--- config.mk ---
export PLATFORM = sky130hd
export DESIGN_NAME = psg_stereo_mixer
export DESIGN_NICKNAME = d
export VERILOG_FILES = /design/src/rtl/psg_mix_pkg.sv /design/src/rtl/psg_dc_block.sv /design/src/rtl/psg_stereo_mixer.sv
export SDC_FILE = /design/constraint.sdc
export NUM_CORES = 1
export LEC_CHECK = 0
export BUFFER_PORTS_ARGS = -buffer_cell sky130_fd_sc_hd__buf_2
export CORE_UTILIZATION = 50
export CTS_CLUSTER_DIAMETER = 60
export DETAILED_ROUTE_END_ITERATION = 16
export PLACE_DENSITY = 0.71
export SKIP_CTS_REPAIR_TIMING = 1
export SYNTH_ARGS = -nofsm -noshare
export SYNTH_HDL_FRONTEND = slang
export SYNTH_HIERARCHICAL = 1
export SYNTH_SLANG_ARGS = --single-unit
--- constraint.sdc ---
create_clock -name CLK -period 8.32 [get_ports CLK]
set_input_delay 0.832 -clock CLK [delete_from_list [all_inputs] [get_ports CLK]]
set_output_delay 0.832 -clock CLK [all_outputs]
set_load 0.02 [all_outputs]
--- src/rtl/psg_mix_pkg.sv ---
// Shared types and constants for the PSG stereo mixer.
package psg_mix_pkg;

  typedef enum logic [1:0] {
    MONO = 2'b00,
    ABC  = 2'b01,
    ACB  = 2'b10
  } stereo_mode_e;

  localparam int unsigned CENTER_OFFSET = 24576;
  localparam int unsigned DC_SHIFT      = 8;
  localparam int unsigned MIX_W         = 10;

endpackage

--- src/rtl/psg_dc_block.sv ---
// Single-channel one-pole DC blocker; state advances only on EN.
module psg_dc_block
  import psg_mix_pkg::*;
(
  input  logic               CLK,
  input  logic               RESET,
  input  logic               EN,
  input  logic signed [16:0] X,
  output logic signed [15:0] Y
);

  logic signed [16:0] x_prev_q;
  logic signed [15:0] y_prev_q;
  logic signed [19:0] y_full;

  always_comb begin
    y_full = 20'(X) - 20'(x_prev_q) + 20'(y_prev_q) - (20'(y_prev_q) >>> DC_SHIFT);
    if (y_full > 20'sd32767) begin
      Y = 16'sh7fff;
    end else if (y_full < -20'sd32768) begin
      Y = 16'sh8000;
    end else begin
      Y = 16'(y_full);
    end
  end

  always_ff @(posedge CLK or posedge RESET) begin
    if (RESET) begin
      x_prev_q <= '0;
      y_prev_q <= '0;
    end else if (EN) begin
      x_prev_q <= X;
      y_prev_q <= Y;
    end
  end

endmodule

--- src/rtl/psg_stereo_mixer.sv ---
// Stereo panning, box-car decimation and PCM centering for TurboSound channels.
// Optional DC blocker on the output path when PSG_MIX_DCBLOCK_EN is defined.
module psg_stereo_mixer
  import psg_mix_pkg::*;
#(
  parameter int unsigned DECIM_LOG2 = 3
) (
  input  logic               CLK,
  input  logic               RESET,
  input  logic               CE,
  input  logic [1:0]         STEREO_MODE,
  input  logic               MUTE,
  input  logic [7:0]         CH_A,
  input  logic [7:0]         CH_B,
  input  logic [7:0]         CH_C,
  output logic signed [15:0] LEFT,
  output logic signed [15:0] RIGHT,
  output logic               VALID
);

  localparam int unsigned AW = MIX_W + DECIM_LOG2;
  localparam int unsigned CW = (DECIM_LOG2 > 0) ? DECIM_LOG2 : 1;
  localparam logic [CW-1:0] LastCnt = CW'((1 << DECIM_LOG2) - 1);

  logic [MIX_W-1:0] mix_l, mix_r;
  logic [AW-1:0]    acc_l_q, acc_l_d, acc_r_q, acc_r_d;
  logic [AW-1:0]    sum_l, sum_r;
  logic [MIX_W-1:0] avg_l, avg_r;
  logic [CW-1:0]    cnt_q, cnt_d;
  logic             win_close;

  logic signed [16:0] cen_l, cen_r;
  logic signed [15:0] out_l, out_r;
  logic signed [15:0] left_q, left_d, right_q, right_d;
  logic               valid_q, valid_d;

  always_comb begin
    unique case (STEREO_MODE)
      MONO: begin
        mix_l = {2'b0, CH_A} + {2'b0, CH_B} + {2'b0, CH_C};
        mix_r = mix_l;
      end
      ACB: begin
        mix_l = {1'b0, CH_A, 1'b0} + {2'b0, CH_C};
        mix_r = {1'b0, CH_B, 1'b0} + {2'b0, CH_C};
      end
      // Mode 11 falls back to ABC.
      default: begin
        mix_l = {1'b0, CH_A, 1'b0} + {2'b0, CH_B};
        mix_r = {1'b0, CH_C, 1'b0} + {2'b0, CH_B};
      end
    endcase
  end

  assign win_close = CE && (cnt_q == LastCnt);
  assign sum_l     = acc_l_q + AW'(mix_l);
  assign sum_r     = acc_r_q + AW'(mix_r);
  assign avg_l     = MIX_W'(sum_l >> DECIM_LOG2);
  assign avg_r     = MIX_W'(sum_r >> DECIM_LOG2);
  assign cen_l     = $signed({1'b0, avg_l, 6'b0}) - $signed(17'(CENTER_OFFSET));
  assign cen_r     = $signed({1'b0, avg_r, 6'b0}) - $signed(17'(CENTER_OFFSET));

`ifdef PSG_MIX_DCBLOCK_EN
  psg_dc_block u_dc_left (
    .CLK   (CLK),
    .RESET (RESET),
    .EN    (win_close),
    .X     (cen_l),
    .Y     (out_l)
  );

  psg_dc_block u_dc_right (
    .CLK   (CLK),
    .RESET (RESET),
    .EN    (win_close),
    .X     (cen_r),
    .Y     (out_r)
  );
`else
  assign out_l = 16'(cen_l);
  assign out_r = 16'(cen_r);
`endif

  always_comb begin
    acc_l_d = acc_l_q;
    acc_r_d = acc_r_q;
    cnt_d   = cnt_q;
    left_d  = left_q;
    right_d = right_q;
    valid_d = 1'b0;
    if (CE) begin
      if (win_close) begin
        acc_l_d = '0;
        acc_r_d = '0;
        cnt_d   = '0;
        valid_d = 1'b1;
        left_d  = MUTE ? 16'sd0 : out_l;
        right_d = MUTE ? 16'sd0 : out_r;
      end else begin
        acc_l_d = sum_l;
        acc_r_d = sum_r;
        cnt_d   = cnt_q + 1'b1;
      end
    end
  end

  always_ff @(posedge CLK or posedge RESET) begin
    if (RESET) begin
      acc_l_q <= '0;
      acc_r_q <= '0;
      cnt_q   <= '0;
      left_q  <= '0;
      right_q <= '0;
      valid_q <= 1'b0;
    end else begin
      acc_l_q <= acc_l_d;
      acc_r_q <= acc_r_d;
      cnt_q   <= cnt_d;
      left_q  <= left_d;
      right_q <= right_d;
      valid_q <= valid_d;
    end
  end

  assign LEFT  = left_q;
  assign RIGHT = right_q;
  assign VALID = valid_q;

endmodule

==> flow_summary.json, run 1 <==
{
  "outcome": "finished clean",
  "grt_setup_unrepaired": "no",
  "drc": 0,
  "io_buffers": 50,
  "cts-root-buf": "clkbuf_8",
  "core_area_um2": 9200,
  "seq_power_share_pct": 26.3,
  "hold_viol": 0,
  "synth.distinct_cells": 58,
  "reg2regPathDepth": 12,
  "num-nets-final": 676,
  "num-fill-cells": 845,
  "clkPwrFrac_pct": 11.4,
  "slowest_delay_ns": 0.49,
  "endpoint_kind": "flop",
  "fmax_mhz": 184,
  "die_w_um": 99.0,
  "clockBufferDepth": 2,
  "async_flop_share_pct": 100,
  "post-route-min-period_ns": 5.43,
  "first_pass_iters": 4,
  "critPathMaxFanout": 11,
  "ys_seq_area_share_pct": 26.6,
  "finClkSkew_ns": 0.0163,
  "die_area_um2": 9810,
  "start_kind": "input pin",
  "power_frac_comb_pct": 62.3,
  "numCtsBuffers": 5,
  "die_y_um": 99.0,
  "hpwl_mm": 8.82,
  "cts.reportedPaths.clkPinSlew_ns": 0.11,
  "clock_latency_ns": 0.32,
  "cts_tree": "done",
  "synthCells": 534,
  "synthFlopType": "dfrtp_1",
  "cp.required_ns": 8.53,
  "wl_per_cell_um": 16.1,
  "critPathBufInv": 2,
  "drt_iter0_drc": 171,
  "fin_tns_setup_ns": 0,
  "wl_mm": 11.1,
  "min_path_type": "flop to flop",
  "grt-ovfl-total": 0,
  "antenna_cells": 0,
  "synth-edff-count": 0,
  "num_rows": 35,
  "hold_slack_ns": 0.482,
  "p_int_w": 0.000873,
  "routabilityCongestion": 0.973,
  "cts.sinks": 50,
  "crit_family": "compound AO/OA/AOI/OAI gates",
  "cp_num_cells": 22,
  "viasPerCell": 5.80,
  "grt_pass1_wl_mm": 18.3,
  "drive_gt1_share_pct": 12.3,
  "relSlewSlack_pct": 30.5,
  "drv_cap": 0,
  "cts_max_level": 2,
  "min_period_over_period_pct": 65.3,
  "avgSynthCellArea_um2": 8.82,
  "slew_viol_final": 0,
  "io_pins": 63,
  "p_sw_share_pct": 45.8,
  "vias": 3985,
  "ys_warn_count": 6,
  "powerDensity_nw_per_um2": 315,
  "ys_ff_latch": 50,
  "synthesis.area_um2": 4710,
  "p_switching_w": 0.000736,
  "grt_start_max_net_pins": 51,
  "ir_drop_uv": 112,
  "area_growth_pct": 8.32,
  "grt_pass1_vias": 3932,
  "path_class": "input pin to flop",
  "start_util_pct": 51.2,
  "cpMostUsedCell": "a21oi_1",
  "power.leakage_nw": 2.51,
  "setup_viol": 0,
  "min_path_cells": 2,
  "cp_slowest_cell": "nor2_1",
  "arrival_ns": 5.65,
  "ant_nets": 0,
  "grt_util_all_layers_pct": 23.5,
  "tightestPinTransition_ns": 1.04,
  "antenna_found_initial": 0,
  "crit_path_cell_trace": "buf_2, inv_1, nor2_1, o21ai_0, ha_1, fa_1, a21o_1, a21oi_1, o21bai_1, a21oi_1, xnor2_1, a21oi_1, ha_1, o21ai_0, a21oi_1, o41ai_2, o21ai_2, xor2_1, ha_1, xnor2_1, nor2_1, a221o_1"
}
==> flip-flops by register name, indices dropped and copies added (netlist names) <==
name	cells
acc_l_q	13
cnt_q	3
RIGHT	10
acc_r_q	13
LEFT	10
VALID	1
==> power groups by stage <==
stage | clock [W] | sequential [W] | combinational, W
after detailed placement | 0 | 0.000428 | 0.000997
after floorplan | 0 | 0.000461 | 0.000735
after CTS | 0.000186 | 0.000423 | 0.00100
after global placement | 0 | 0.000424 | 0.000963
final | 0.000184 | 0.000423 | 0.00100
after global routing | 0.000196 | 0.000438 | 0.00111
==> routing by layer <==
layer  global-route usage, %  share of wire, %
met1                    29.8                46
met2                    41.3                49
met3                    2.91               3.3
met4                    7.58               1.7
met5                       0                 0
==> cell usage in the layout (no fill, tap or decap), types with 8 or more instances in the layout <==
cell type	count
inv_1	33
a211oi_1	11
conb_1	12
a22o_1	20
a21o_1	8
o31ai_1	12
xor2_1	12
buf_2	50
fa_1	14
nand2_1	59
a21oi_1	34
ha_1	57
xnor2_1	22
mux2i_1	8
nand2b_1	16
o21ai_0	39
dfrtp_1	50
nor2_1	34
==> final cells by class <==
cell class	instances	area (um2)	area share (%)
clock buffer	5	68.8	1.35
clock inverter	3	48.8	0.957
inverter	35	131	2.58
multi-input combinational	433	3210	63.0
sequential	50	1250	24.5
tap	111	139	2.72
timing repair buffer	50	250	4.91
==> worst paths after layout <==
kind                       slack, ns         to           start
max                             2.89   LEFT[15]  STEREO_MODE[1]
min                             0.48  RIGHT[12]       RIGHT[12]
max reg2reg                     5.42   LEFT[15]      acc_l_q[0]
min reg2reg                     0.48  RIGHT[12]       RIGHT[12]
max in group asynchronous       6.93  RIGHT[12]           RESET
min in group asynchronous       0.75  RIGHT[15]           RESET
==> Yosys cell counts, drive strengths merged (3+ instances only) <==
master / n / area (um2)
xor2: 12 / 105
o21ai: 40 / 204
nand2b: 16 / 100
o2bb2ai: 5 / 43.8
a21boi: 3 / 22.5
a21o: 8 / 60.1
nor2b: 4 / 40.0
o21a: 7 / 52.6
a221o: 3 / 30.0
inv: 34 / 128
xnor2: 22 / 193
nor3: 7 / 35.0
buf: 14 / 98.8
mux2i: 8 / 80.1
o21bai: 3 / 22.5
dfrtp: 50 / 1250
ha: 57 / 713
clkbuf: 12 / 46.3
nand2: 60 / 228
fa: 14 / 280
a22o: 21 / 185
nand3: 6 / 30.0
a21oi: 34 / 170
nor2: 34 / 128
o22ai: 3 / 18.8
or3: 4 / 25.0
o31ai: 12 / 90.1
nand4: 4 / 25.0
a211oi: 11 / 82.6
==> cell families after synthesis <==
logic type                 after synthesis  synth area share [%]
AOI/OAI and AO/OA                      164                  23.5
and+or+nand+nor                        142                  14.1
adders and majority gates               71                  21.1
buffers and inverters                   62                  6.11
DFF                                     50                  26.6
xor gates and xnor gates                34                  6.32
muxes                                   10                  2.18
other                                    1                0.0796
==> stage by stage <==
stage	instances	utilization, %	worst slack (ns)	power, W	area (um2)
floorplan	545	-	3.42	0.00120	4750
finish	687	55.5	2.89	0.00161	5100
detailed placement	679	54.2	2.59	0.00143	4980
global route	687	55.5	2.49	0.00175	5100
global placement	679	54.2	2.89	0.00139	4980
CTS	687	55.5	2.89	0.00161	5100
==> worst reg2reg max path: cells and delay by family, from the launching register on <==
family          cells  cell delay [ns]
fa+ha+maj           3             0.69
compound gates      4             1.13
xor+xnor            2             0.40
simple gates        2             0.12
buf+inv             1             0.07
flops               1             0.39
(Power assumes the default switching activity.)
==> inputs of run 2 (changes only) <==
--- a/config.mk
+++ b/config.mk
@@ -9,7 +9,7 @@
 export CORE_UTILIZATION = 50
 export CTS_CLUSTER_DIAMETER = 60
 export DETAILED_ROUTE_END_ITERATION = 16
-export PLACE_DENSITY = 0.71
+export PLACE_DENSITY = 0.73
 export SKIP_CTS_REPAIR_TIMING = 1
 export SYNTH_ARGS = -nofsm -noshare
 export SYNTH_HDL_FRONTEND = slang
==> constraint.sdc (replaced) <==
create_clock -name CLK -period 4.7 [get_ports CLK]
set_input_delay 0.47 -clock CLK [delete_from_list [all_inputs] [get_ports CLK]]
set_output_delay 0.47 -clock CLK [all_outputs]
set_load 0.02 [all_outputs]
==> run 2 against run 1 <==
- hold slack lost 0.056 ns
- final cell count grew 7.0%
- worst setup slack lost 2.6 ns
- non-clock buffer count grew 49
- core utilization grew 4.0 points
- routed wire length grew 8.2%
- first-iteration DRC count grew 26%
- total power grew 85%
- sequential share of layout area shrank 1.7 points
- clock skew shrank 0.011 ns
- largest cell class unchanged
==> flow_summary.json, run 2 (synthesized netlist as in run 1, its figures left out) <==
{
  "slew_viol_final": 0,
  "drv_cap": 0,
  "antenna_cells": 0,
  "min_period_over_period_pct": 93.0,
  "rrSetupSlack_ns": 1.80,
  "dpl_cell_area_um2": 5350,
  "die_area_um2": 9810,
  "endpoint_kind": "flop",
  "num-fill-cells": 808,
  "crit_path_cell_trace": "buf_2, inv_1, fa_1, inv_1, ha_1, a21oi_1, nor2_1, a2111oi_2, buf_4, o21bai_1, xor2_1, a211oi_1, buf_4, ha_1, or3_1, a211oi_2, and2b_1, xnor2_1, ha_1, xnor2_1, xnor2_1, o21ai_0",
  "core_area_um2": 9200,
  "critPathMaxFanout": 3,
  "final_cell_mix": "59 x nand2_1, 56 x ha_1, 50 x dfrtp_1, 50 x buf_2, 49 x buf_4",
  "area_growth_pct": 16.2,
  "mostFrequentLayoutCell": "nand2_1",
  "die_w_um": 99.0,
  "ant_nets": 0,
  "hold_viol": 0,
  "finClkSkew_ns": 0.00529,
  "ff_latch_area_um2": 1250,
  "fin_ws_ns": 0.328,
  "cp.required_ns": 4.89,
  "fin_tns_setup_ns": 0,
  "drc": 0,
  "drt_iter0_drc": 216,
  "clock_latency_ns": 0.30,
  "multi_input_area_um2": 3250,
  "first_pass_iters": 5,
  "min_path_type": "input pin to async pin",
  "grt_pass1_vias": 4127,
  "post-route-util_pct": 59.5,
  "num_rows": 35,
  "grt_pass1_wl_mm": 19.8,
  "start_util_pct": 51.2,
  "cts-root-buf": "clkbuf_8",
  "drive_gt1_share_pct": 20.5,
  "die_y_um": 99.0,
  "viasPerCell": 5.79,
  "num-nets-final": 725,
  "fmax_mhz": 229,
  "vias": 4255,
  "numCtsBuffers": 5,
  "io_buffers": 50,
  "path_class": "input pin to flop",
  "slowest_delay_ns": 0.53,
  "setup_viol": 0,
  "cts_max_level": 2,
  "cts.reportedPaths.clkPinSlew_ns": 0.09,
  "totalPowerFinal_w": 0.00297,
  "grt_setup_unrepaired": "no",
  "power.leakage_nw": 2.74,
  "clockBufferDepth": 2,
  "hpwl_mm": 9.62,
  "start_kind": "input pin",
  "relSlewSlack_pct": 29.4,
  "antenna_found_initial": 0,
  "post-place-ws_ns": -0.219,
  "cts_tree": "done",
  "ir_drop_uv": 279,
  "wl_mm": 12.0,
  "grt_util_all_layers_pct": 25.5,
  "wl_per_cell_um": 16.3,
  "io_pins": 63,
  "tightestPinTransition_ns": 1.06,
  "powerDensity_nw_per_um2": 543,
  "post-route-min-period_ns": 4.37,
  "cts.sinks": 50,
  "grt-ovfl-total": 0,
  "final_area_um2": 5470,
  "top_regs": "acc_l_q (13), acc_r_q (13)",
  "routabilityCongestion": 0.952,
  "cp_slowest_cell": "fa_1",
  "arrival_ns": 4.56,
  "grt_start_max_net_pins": 51,
  "outcome": "finished clean"
}
-- run 2: critical path: cells and delay by family --
kind	cells	cell delay, ns
AND/OR/NAND/NOR	3	0.74
buffers and inverters	5	0.54
XOR/XNOR	4	0.67
adder cells (fa/ha/maj)	4	1.13
AO/OA/AOI/OAI	6	1.02
-- run 2: metal layers --
layer  part of all wire, %  track usage (%)
met5                     0                0
met4                   1.3             6.20
met3                   5.1             4.11
met2                    47             41.5
met1                    47             35.4
-- run 2: per-stage QoR --
step	hold WS, ns	cells
after global routing	0.457	735
after detailed placement	0.465	728
final	0.426	735
after global placement	0.459	728
after CTS	0.450	735
after floorplan	0.457	545
-- run 2: path summary, 6_finish.rpt --
| kind | endpoint | depth (start not counted) | startpoint |
|---|---|---|---|
| worst max-delay path | RIGHT[15] | 22 | CH_A[1] |
| worst min register to register | RIGHT[14] | 2 | RIGHT[14] |
| max in group asynchronous | acc_r_q[1] | 2 | RESET |
| worst min-delay path | RIGHT[14] | 2 | RESET |
| min in group CLK | LEFT[13] | 2 | MUTE |
| worst max register to register | LEFT[15] | 7 | cnt_q[0] |
-- run 2: report_power, final --
| part | total (W) | switching (W) | internal (W) |
|---|---|---|---|
| logic | 0.00198 | 0.00107 | 0.000912 |
| clock network | 0.000240 | 0.000140 | 0.000100 |
| registers | 0.000750 | 0.000129 | 0.000621 |
-- run 2: final cells by class --
class                   count  share of cell area (%)
flip-flops and latches     50                    22.9
repair buffers             99                    11.3
clock buffers               5                    1.26
clock inverters             2                   0.183
well taps                 111                    2.54
inverters                  35                    2.40
multi-input cells         433                    59.5
